**src/rtl/fpu_result_buffer.sv**
```systemverilog
// fpu_result_buffer
//   Captures every result pulse from the FPU top into a small FIFO. The FPU
//   ignores back-pressure, so credits are issued upstream to guarantee a free
//   slot for every op in flight. Results go to writeback with a valid/ready
//   handshake. The block also accumulates retired exception flags for fflags.
//
// Ports
//   clk_i, rst_ni        clock, asynchronous active-low reset
//   flush_i              synchronous flush: drops all entries and credits
//   issue_i              one op accepted by the FPU this cycle
//   can_issue_o          room for one more op (occupancy + inflight < DEPTH)
//   fpu_valid_i          result pulse from the FPU
//   fpu_result_i/status_i/tag_i   result payload
//   out_valid_o/out_ready_i       writeback handshake
//   out_result_o/status_o/tag_o   head entry, reads 0 when empty
//   fflags_o, fflags_clr_i        sticky OR of retired status, CSR clear
//   overflow_o           sticky: a result arrived while full and was dropped
//   occupancy_o          entries held
//   inflight_o           ops issued and not yet returned
module fpu_result_buffer #(
    parameter int WIDTH     = 64,
    parameter int TAG_WIDTH = 8,
    parameter int DEPTH     = 4,
    parameter int CNT_W     = $clog2(DEPTH + 1)
) (
    input  logic                 clk_i,
    input  logic                 rst_ni,
    input  logic                 flush_i,
    input  logic                 issue_i,
    output logic                 can_issue_o,
    input  logic                 fpu_valid_i,
    input  logic [WIDTH-1:0]     fpu_result_i,
    input  logic [4:0]           fpu_status_i,
    input  logic [TAG_WIDTH-1:0] fpu_tag_i,
    output logic                 out_valid_o,
    input  logic                 out_ready_i,
    output logic [WIDTH-1:0]     out_result_o,
    output logic [4:0]           out_status_o,
    output logic [TAG_WIDTH-1:0] out_tag_o,
    output logic [4:0]           fflags_o,
    input  logic                 fflags_clr_i,
    output logic                 overflow_o,
    output logic [CNT_W-1:0]     occupancy_o,
    output logic [CNT_W-1:0]     inflight_o
);

    localparam int PTR_W = $clog2(DEPTH);

    logic [WIDTH-1:0]     mem_result [DEPTH];
    logic [4:0]           mem_status [DEPTH];
    logic [TAG_WIDTH-1:0] mem_tag    [DEPTH];

    logic [PTR_W-1:0] wr_ptr;
    logic [PTR_W-1:0] rd_ptr;
    logic [CNT_W-1:0] occupancy;
    logic [CNT_W-1:0] inflight;
    logic             full;
    logic             push;
    logic             pop;
    logic             drop;
    logic [CNT_W:0]   committed;

    assign full        = (occupancy == CNT_W'(DEPTH));
    assign out_valid_o = (occupancy != '0);
    assign pop         = out_valid_o && out_ready_i;
    assign push        = fpu_valid_i && (!full || pop);
    assign drop        = fpu_valid_i && full && !pop;

    // Head read is combinational; gated so an empty buffer presents zeros
    // regardless of stale storage contents.
    assign out_result_o = out_valid_o ? mem_result[rd_ptr] : '0;
    assign out_status_o = out_valid_o ? mem_status[rd_ptr] : '0;
    assign out_tag_o    = out_valid_o ? mem_tag[rd_ptr]    : '0;

    // Credit check uses only registered counters, one bit wider to avoid wrap.
    assign committed   = {1'b0, occupancy} + {1'b0, inflight};
    assign can_issue_o = (committed < (CNT_W + 1)'(DEPTH));

    assign occupancy_o = occupancy;
    assign inflight_o  = inflight;

    // Storage has no reset: contents are only observed through the gated read.
    always_ff @(posedge clk_i) begin
        if (push && !flush_i) begin
            mem_result[wr_ptr] <= fpu_result_i;
            mem_status[wr_ptr] <= fpu_status_i;
            mem_tag[wr_ptr]    <= fpu_tag_i;
        end
    end

    always_ff @(posedge clk_i or negedge rst_ni) begin
        if (!rst_ni) begin
            wr_ptr     <= '0;
            rd_ptr     <= '0;
            occupancy  <= '0;
            inflight   <= '0;
            overflow_o <= 1'b0;
        end else if (flush_i) begin
            wr_ptr     <= '0;
            rd_ptr     <= '0;
            occupancy  <= '0;
            inflight   <= '0;
            overflow_o <= 1'b0;
        end else begin
            if (push) begin
                wr_ptr <= (wr_ptr == PTR_W'(DEPTH - 1)) ? '0 : wr_ptr + PTR_W'(1);
            end
            if (pop) begin
                rd_ptr <= (rd_ptr == PTR_W'(DEPTH - 1)) ? '0 : rd_ptr + PTR_W'(1);
            end
            if (push && !pop) begin
                occupancy <= occupancy + CNT_W'(1);
            end else if (pop && !push) begin
                occupancy <= occupancy - CNT_W'(1);
            end
            // Saturating credit counter; a stray return at zero is tolerated.
            if (issue_i && !fpu_valid_i) begin
                if (inflight != CNT_W'(DEPTH)) begin
                    inflight <= inflight + CNT_W'(1);
                end
            end else if (fpu_valid_i && !issue_i) begin
                if (inflight != '0) begin
                    inflight <= inflight - CNT_W'(1);
                end
            end
            if (drop) begin
                overflow_o <= 1'b1;
            end
        end
    end

    // fflags is architectural CSR state, so flush does not touch it; a pop in
    // a flush cycle still retires its status.
    always_ff @(posedge clk_i or negedge rst_ni) begin
        if (!rst_ni) begin
            fflags_o <= '0;
        end else if (fflags_clr_i) begin
            fflags_o <= pop ? out_status_o : 5'b00000;
        end else if (pop) begin
            fflags_o <= fflags_o | out_status_o;
        end
    end

endmodule
```
**config.mk**
```make
export PLATFORM = sky130hd
export DESIGN_NAME = fpu_result_buffer
export DESIGN_NICKNAME = d
export VERILOG_FILES = /design/src/rtl/fpu_result_buffer.sv
export SDC_FILE = /design/constraint.sdc
export NUM_CORES = 1
export LEC_CHECK = 0
export ABC_AREA = 1
export ABC_CLOCK_PERIOD_IN_PS = 4300
export BUFFER_PORTS_ARGS = -buffer_cell sky130_fd_sc_hd__clkbuf_2
export CAP_MARGIN = 20
export CORE_UTILIZATION = 45
export CTS_BUF_LIST = sky130_fd_sc_hd__clkbuf_8
export DETAILED_ROUTE_END_ITERATION = 7
export GPL_TIMING_DRIVEN = 0
export PLACE_DENSITY = 0.73
export SYNTH_ARGS = -nofsm -noshare
export SYNTH_HDL_FRONTEND = slang
export SYNTH_SLANG_ARGS = --single-unit
```
**constraint.sdc**
```tcl
create_clock -name clk_i -period 4.3 [get_ports clk_i]
set_input_delay 0.215 -clock clk_i [delete_from_list [all_inputs] [get_ports clk_i]]
set_output_delay 0.215 -clock clk_i [all_outputs]
set_load 0.05 [all_outputs]
```
== Yosys cells after proc, flatten, opt, wreduce, memory -nomap -nowiden ==
Memories as Yosys holds them, arrays and structs flattened.
Cells that the tools add are included.
W data, S select, Z words.

* Reductions and logical operators: 26
* $lt $le $gt $ge: 1
* Equal/unequal tests: 5
* $add $sub $neg: 7
* Multiplexer cells: 24
* Bitwise logic cells: 1

{| class="wikitable"
|+ Operators by type and width
! cell !! count
|-
| $mux W64 || 1
|-
| $mux W3 || 8
|-
| $mux W5 || 4
|-
| $reduce_bool A3 Y1 || 5
|-
| $mux W2 || 6
|-
| $logic_and A1 B1 Y1 || 9
|-
| $mux W8 || 1
|-
| $reduce_bool A2 Y1 || 4
|-
| $add A3 B1 Y3 const B || 2
|-
| $logic_not A1 Y1 || 6
|-
| $sub A3 B1 Y3 const B || 2
|-
| $or A5 B5 Y5 || 1
|-
| $add A2 B1 Y2 const B || 2
|-
| $add A3 B3 Y4 || 1
|-
| $eq A2 B2 Y1 const B || 2
|-
| $lt A4 B3 Y1 const B || 1
|-
| $mux W1 || 4
|-
| $eq A3 B3 Y1 const B || 1
|-
| $ne A3 B2 Y1 const B || 1
|-
| $ne A3 B3 Y1 const B || 1
|-
| $reduce_and A3 Y1 || 1
|-
| $logic_or A1 B1 Y1 || 1
|}

* Bits in writable memories: 308
* Output and inout bits: 91
* Register bits after elaboration: 16
* Bits of input ports: 84
* Memories: 3
* Logic and storage cells: 73

{| class="wikitable"
|+ Memory list
! memory !! words !! width !! rd ports !! clocked after Yosys merged registers in !! wr ports !! line !! source
|-
| mem_result || 4 || 64 || 1 || 0 || 1 || 49 || <nowiki>logic [WIDTH-1:0] mem_result [DEPTH];</nowiki>
|-
| mem_tag || 4 || 8 || 1 || 0 || 1 || 51 || <nowiki>logic [TAG_WIDTH-1:0] mem_tag [DEPTH];</nowiki>
|-
| mem_status || 4 || 5 || 1 || 0 || 1 || 50 || <nowiki>logic [4:0] mem_status [DEPTH];</nowiki>
|}

== Depth between registers and ports, before layout ==
Gate-level depths: netlist (run 1).

* Depth after elaboration: 9
* Depth in mapped cells: 10
* Mapped depth without buffers: 10

== Least setup slack after synthesis (run 1) ==
OpenSTA, ideal clock, no wires.

* Path kind: register -> register
* From: register occupancy[1] (netlist: occupancy_o[1])
* To: memory mem_result[0][0], enable pin
* Setup time: 0.513 ns
* Cell stages (with the launch flop): 5
* Arrival: 4.325 ns
* Path slack: -0.539 ns
* Buffers on the path: 0
* Cell sequence: dfrtp_1 nor2_1 nand3_1 nand3_1 nor2_1

* Longest elaborated chain between the ends: 7
* Elaborated cells on any way between the ends: 9
* Classes of those cells: eq/ne: 1; mux: 2; reduce/logical: 6

{| class="wikitable"
|+ Ends and longest elaborated chain
! item !! line !! source
|-
| start, declared || 55 || <nowiki>logic [CNT_W-1:0] occupancy;</nowiki>
|-
| start signal, assigned || 112 || <nowiki>occupancy <= occupancy + CNT_W'(1);</nowiki>
|-
| start signal, assigned || 114 || <nowiki>occupancy <= occupancy - CNT_W'(1);</nowiki>
|-
| $eq A3 B3 Y1 or $reduce_bool A3 Y1 (tied branches) || 63, 64 ||
|-
| $logic_not A1 Y1 or $logic_and A1 B1 Y1 (tied branches) || 66, 65 ||
|-
| $logic_or A1 B1 Y1 (*) || 66 || <nowiki>assign push = fpu_valid_i && (!full || pop);</nowiki>
|-
| $logic_and A1 B1 Y1 (*) || 66 ||
|-
| $logic_and A1 B1 Y1 (*) || 84 || <nowiki>if (push && !flush_i) begin</nowiki>
|-
| $mux W1 (*) || 84 ||
|-
| $mux W1 (implied by the code) (*) || 85 || <nowiki>mem_result[wr_ptr] <= fpu_result_i;</nowiki>
|-
| end, declared || 49 ||
|}

Every way passes the cells marked *; elsewhere a longest branch is shown, timed or not.

== Final worst setup path (run 1) ==
* From: register occupancy[2] (netlist: occupancy_o[2])
* To: memory mem_result[3][46], enable pin

Same word-level chain as after synthesis.

==> results of run 1 <==
==> Yosys cell counts (all sizes together) <==
master     n  area, um2
a21oi     78        394
buf       45        307
clkbuf    15       62.6
dfrtp     16        400
edfxtp   308       9250
fa         2       40.0
ha         7       87.6
inv       27        101
nand2     26        100
nand3     10       55.1
nand4      2       12.5
nor2     316       1190
nor3       1       5.00
nor4       1       6.26
o21a       1       7.51
o21ai    167        836
o22ai      2       12.5
o2bb2ai    1       15.0
or2        1       6.26
xor2       1       16.3
==> how the worst min path moves through the flow <==
stage                            from            end
after CTS                 fpu_valid_i      wr_ptr[0]
after global routing      fpu_valid_i      wr_ptr[0]
after global placement         rst_ni  inflight_o[2]
after floorplan                rst_ni    fflags_o[0]
final                     fpu_valid_i      wr_ptr[0]
after detailed placement       rst_ni  inflight_o[2]
==> sequential cells by signal (all words and copies together) (netlist names) <==
| register | flops |
|---|---|
| fflags_o | 5 |
| mem_status | 20 |
| occupancy_o | 3 |
| inflight_o | 3 |
| wr_ptr | 2 |
| rd_ptr | 2 |
| mem_result | 256 |
| overflow_o | 1 |
| mem_tag | 32 |
==> per-layer routing <==
layer | part of all wire | track usage
met2 | 0.49 | 0.370
met1 | 0.42 | 0.278
met4 | 0.026 | 0.0788
met3 | 0.064 | 0.0412
met5 | 0.00044 | 0
==> power by group through the flow <==
stage,clock (W),sequential [W],combinational [W]
4_1_cts,0.00243,0.00377,0.00494
3_3_place_gp,0,0.00386,0.00475
3_5_place_dp,0,0.00383,0.00485
6_report,0.00240,0.00377,0.00492
5_1_grt,0.00258,0.00378,0.00525
2_1_floorplan,0,0.00399,0.00334
==> worst min-delay path: stages <==
cell and delay (ps):
clkbuf_2 150, nand2_1 70, nand2_1 90, o22ai_1 80
==> timing repair <==
| action | CTS | global route |
|---|---|---|
| setup buffers | 0 | 0 |
| hold buffers | 82 | 0 |
| endpoints found under the hold margin | 333 | 0 |
==> cells by family (layout without fill, tap and decap cells) <==
logic type,Yosys count,in the layout,share of synthesized area
and+or+nand+nor,357,357,0.106
DFF,324,324,0.748
AOI/OAI and AO/OA,249,249,0.0981
buffers and inverters,87,440,0.0365
adders and majority gates,9,9,0.00989
xor gates and xnor gates,1,1,0.00126
other,0,4,0
==> cell type report <==
| class | count | area [um2] | area share |
|---|---|---|---|
| buffer | 60 | 369 | 0.0227 |
| tap | 378 | 473 | 0.0291 |
| clock buffer | 51 | 702 | 0.0433 |
| antenna | 4 | 10.0 | 0.000617 |
| multi-input combinational | 616 | 2810 | 0.173 |
| sequential | 324 | 9650 | 0.595 |
| inverter | 27 | 101 | 0.00625 |
| clock inverter | 37 | 218 | 0.0134 |
| timing repair buffer | 265 | 1890 | 0.117 |
==> through the flow <==
stage / instances / TNS, ps / total power [W]
2_1_floorplan: 1027 / -165870 / 0.00734
3_3_place_gp: 1578 / -847880 / 0.00861
3_5_place_dp: 1588 / 0 / 0.00868
4_1_cts: 1758 / 0 / 0.0111
5_1_grt: 1761 / 0 / 0.0116
6_report: 1762 / 0 / 0.0111
==> metrics.cfg, run 1 <==
[run_status]
status=completed

[setup_path]
criticalPathCategory=reg -> reg
r2r_start=occupancy_o[2]
slowest_delay_ps=900
required_ps=4550
cp_max_fo=28
r2r_cells=5
critical_path.startpoint_type=flip-flop
r2r-end=mem_result[3][46]
path_depth=5
crit_chain=nand3_1 > nand3_1 > nor2_4 > buf_12 > buf_12
worstPathBufferInverterCount=2
cp-end-kind=flip-flop
r2r_slack_ps=1490
cp-endpoint=mem_result[3][46]
cp.arrival_ps=3060
crit_family=simple AND/OR/NAND/NOR gates
slowest_stage=nor2_4
critical_path.startpoint=occupancy_o[2]

[route]
via_per_inst=5.09
drt-wirelength-per-cell_um=18.0
postRouteAntennaNets=0
num_vias=8976
drt_iter0_drc=724
wl_mm=31.7
first_pass_iters=5
drc=0

[cells_and_area]
drive_gt1_frac=0.226
fin_util=0.579
mostFrequentLayoutCell=nor2_1
nets=1438
post-route-cell-area_um2=16200
synthToLayoutAreaGrowth_pct=25.8
layout_common_cells=nor2_1, edfxtp_1, clkbuf_2
fillers=2309

[cts]
cts_tree=yes
cts.path.max_buffers=3
post_cts_resized=0
clock_latency_ps=570
htreeDepth=2
numCtsBuffers=51
clock-sinks=324
clk_root_buffer_cell=clkbuf_8
clkTransAtPathRegs_ps=60

[sta]
finClkSkew_ps=15.9
setup_viol=0
rsz0062_at_grt=no
drv_slew=0
slew_headroom=0.319
fmax_mhz=356
hold_slack_ps=78.6
fin_crit_sh=0.654
fin_ws_ps=1490
finalHoldViolCount=0
tightest_slew_ps=1020
finalCriticalPeriod_ps=2810

[floorplan]
die_h_um=171
start_util=0.461
ioPinCount=175
rows=61
fp.coreArea_um2=28000
die_w_um=171
die_area_um2=29300

[min_path]
hold_path_class=in -> reg
min_path_cells=4

[pwr]
ir_drop_mv=0.519
leakage_nw=6.11
power.internal_w=0.00605
p_seq_frac=0.340
p_comb_frac=0.443
p_clk_frac=0.217
powerDensity_nw_per_um2=683
swShare=0.455
p_sw_w=0.00504

[synthesis]
synth_area_um2=12900
ys_types=28
syn_nets=1120
yosysWarnings=0
ys_seq_area_frac=0.748
avgSynthCellArea_um2=12.6
netlist_instances=1027
ys_ff_latch=324

[global_route]
overflow=0
globalRouteTotalUtil=0.217
grt_pass1_wl_mm=48.2
antenna_found_initial=4
grt_max_degree=29
grt_pass1_vias=9071

[place]
postPlaceCellArea_um2=14500
pre_cts_slack_ps=1470
gp_congestion=0.831
dpl.hpwl_mm=19.4
portBuffers=173

[job]
cap_violations=0

(Power assumes the default switching activity.)
==> inputs of run 2 (changes only) <==
ABC_CLOCK_PERIOD_IN_PS = 2650   (was 4300)
PLACE_DENSITY = 0.71   (was 0.73)
clock period = 2.65 ns   (was 4.3 ns; I/O delays follow)
==> run 2 against run 1 <==
Die area unchanged. Highest routed layer is now met4. Critical endpoint is now out_result_o[22]. Clock-buffer cell count increased by 2. Core utilization increased by 0.13 points.
==> metrics.cfg, run 2 (synthesized netlist as in run 1, its figures left out) <==
[run_status]
status=completed

[route]
drt_iter0_drc=750
drt-wirelength-per-cell_um=17.6
drc=0
first_pass_iters=5
via_per_inst=5.04
wl_mm=31.1
num_vias=8892
postRouteAntennaNets=0

[pwr]
ir_drop_mv=0.862
p_seq_frac=0.342
swShare=0.450
leakage_nw=6.17
power.internal_w=0.00983
p_clk_frac=0.211
p_comb_frac=0.448
p_sw_w=0.00805
powerDensity_nw_per_um2=1100

[sta]
tightest_slew_ps=973
setup_tns_ps=0
finClkSkew_ps=21.2
slew_headroom=0.350
rsz0062_at_grt=yes
fmax_mhz=397
fin_crit_sh=0.951
finalHoldViolCount=0
finalCriticalPeriod_ps=2520
drv_slew=0
setup_viol=0

[cells_and_area]
layout_common_cells=nor2_1, edfxtp_1, clkbuf_2
largest_reg_flops=256
layout.cells.non_filler=1766
mostFrequentLayoutCell=nor2_1
top_regs=mem_result x256, mem_tag x32, mem_status x20
post-route-cell-area_um2=16300
nets=1439
synthToLayoutAreaGrowth_pct=26.1
largest-register=mem_result
fin_util=0.581
drive_gt1_frac=0.232

[setup_path]
worstPathBufferInverterCount=5
r2r_start=occupancy_o[2]
worst_path_most_repeated_cell=clkbuf_2
slowest_delay_ps=430
cp.arrival_ps=2390
required_ps=2520
cp-end-kind=output pin
cp_max_fo=10
r2r-end=mem_result[3][45]
crit_chain=inv_2 > buf_4 > buf_6 > clkbuf_2 > o21ai_1 > a21oi_1 > clkbuf_2
criticalPathCategory=reg -> out
crit_family=buffers and inverters
r2r_cells=4
r2r_slack_ps=130
critical_path.startpoint_type=flip-flop
slowest_stage=dfrtp_1

[cts]
clkTransAtPathRegs_ps=60
cts_tree=yes
clock-sinks=324
cts.path.max_buffers=3
htreeDepth=2
numCtsBuffers=51
clock_latency_ps=560
clk_root_buffer_cell=clkbuf_8

[floorplan]
start_util=0.461
die_area_um2=29300
die_h_um=171
die_w_um=171
ioPinCount=175
fp.coreArea_um2=28000
rows=61

[place]
portBuffers=173
dp.cells=1587
postPlaceCellArea_um2=14500
gp_congestion=0.786
dpl.hpwl_mm=19.0

[global_route]
globalRouteTotalUtil=0.212
grt_pass1_wl_mm=46.9
grt_max_degree=30
antenna_found_initial=2
overflow=0
grt_pass1_vias=8706

[min_path]
hold_path_class=in -> async

[job]
cap_violations=0

## run 2: changes by cell type in the layout (fill, tap and decap cells not counted), moves of 2 or more
cell      previous run  this run
clkbuf_8            51        53
buf_2               26        33
clkbuf_2           178       170
clkbuf_1            10         1
diode_2              4         2
dfrtp_2              0         3
inv_6                2         0
inv_1               31        41
dfrtp_1             16        13
clkbuf_4             0        10
## run 2: stage by stage
step / hold WS [ps] / worst slack, ps / power [W]
floorplan: -163 / 12.0 / 0.0119
global placement: 81.0 / -797 / 0.0140
detailed placement: 90.6 / 10.1 / 0.0141
CTS: 23.0 / 2.23 / 0.0180
global route: 62.5 / -1.96 / 0.0188
finish: 32.0 / 129 / 0.0179
## run 2: what timing repair did
action                                  in CTS  in global routing
endpoints found under the hold margin      335                  0
hold buffers                                83                  0
cloned                                       0                  1
gates resized for setup                      1                 43
endpoints found under the setup margin       4                 72
setup buffers                                0                  0
pin swaps                                    1                  1
## run 2: worst max-delay path by stage
stage                     slack (ps)            from  cells past startpoint           endpoint
after detailed placement          10  occupancy_o[2]                      5  mem_result[0][43]
final                            130       rd_ptr[0]                      7   out_result_o[22]
after CTS                          2       rd_ptr[0]                      6   out_result_o[37]
after floorplan                   10  occupancy_o[0]                      4   mem_result[0][0]
after global routing              -2       rd_ptr[0]                      7   out_result_o[59]
after global placement          -800  occupancy_o[2]                      3  mem_result[0][43]
## run 2: power groups by stage
stage / clock network [W] / registers, W / logic (W)
2_1_floorplan: 0 / 0.00646 / 0.00545
3_3_place_gp: 0 / 0.00622 / 0.00774
3_5_place_dp: 0 / 0.00621 / 0.00786
4_1_cts: 0.00385 / 0.00611 / 0.00800
5_1_grt: 0.00406 / 0.00614 / 0.00861
6_report: 0.00377 / 0.00611 / 0.00800
## run 2: layout make-up
cell class	instances	area, um2
plain buffers	60	388
clock inverters	40	183
clock buffers	53	729
fillers	2298	11700
flip-flops and latches	324	9650
inverters	27	101
multi-input cells	617	2830
well taps	378	473
repair buffers	265	1900
diodes	2	5.00
## run 2: worst register-to-register path, delay by kind of cell (launching register included)
kind	cells	cell delay, ps
and+or+nand+nor	3	1440
buffers and inverters	1	320
DFF	1	440
## run 2: layer usage
metal  global-route usage  wire, um  vias up
met2                0.360     15100      294
met3               0.0433      2010       56
met5                    0         0        -
met1                0.274     13300     4264
li1                     -         -     4278
met4               0.0672       622        0
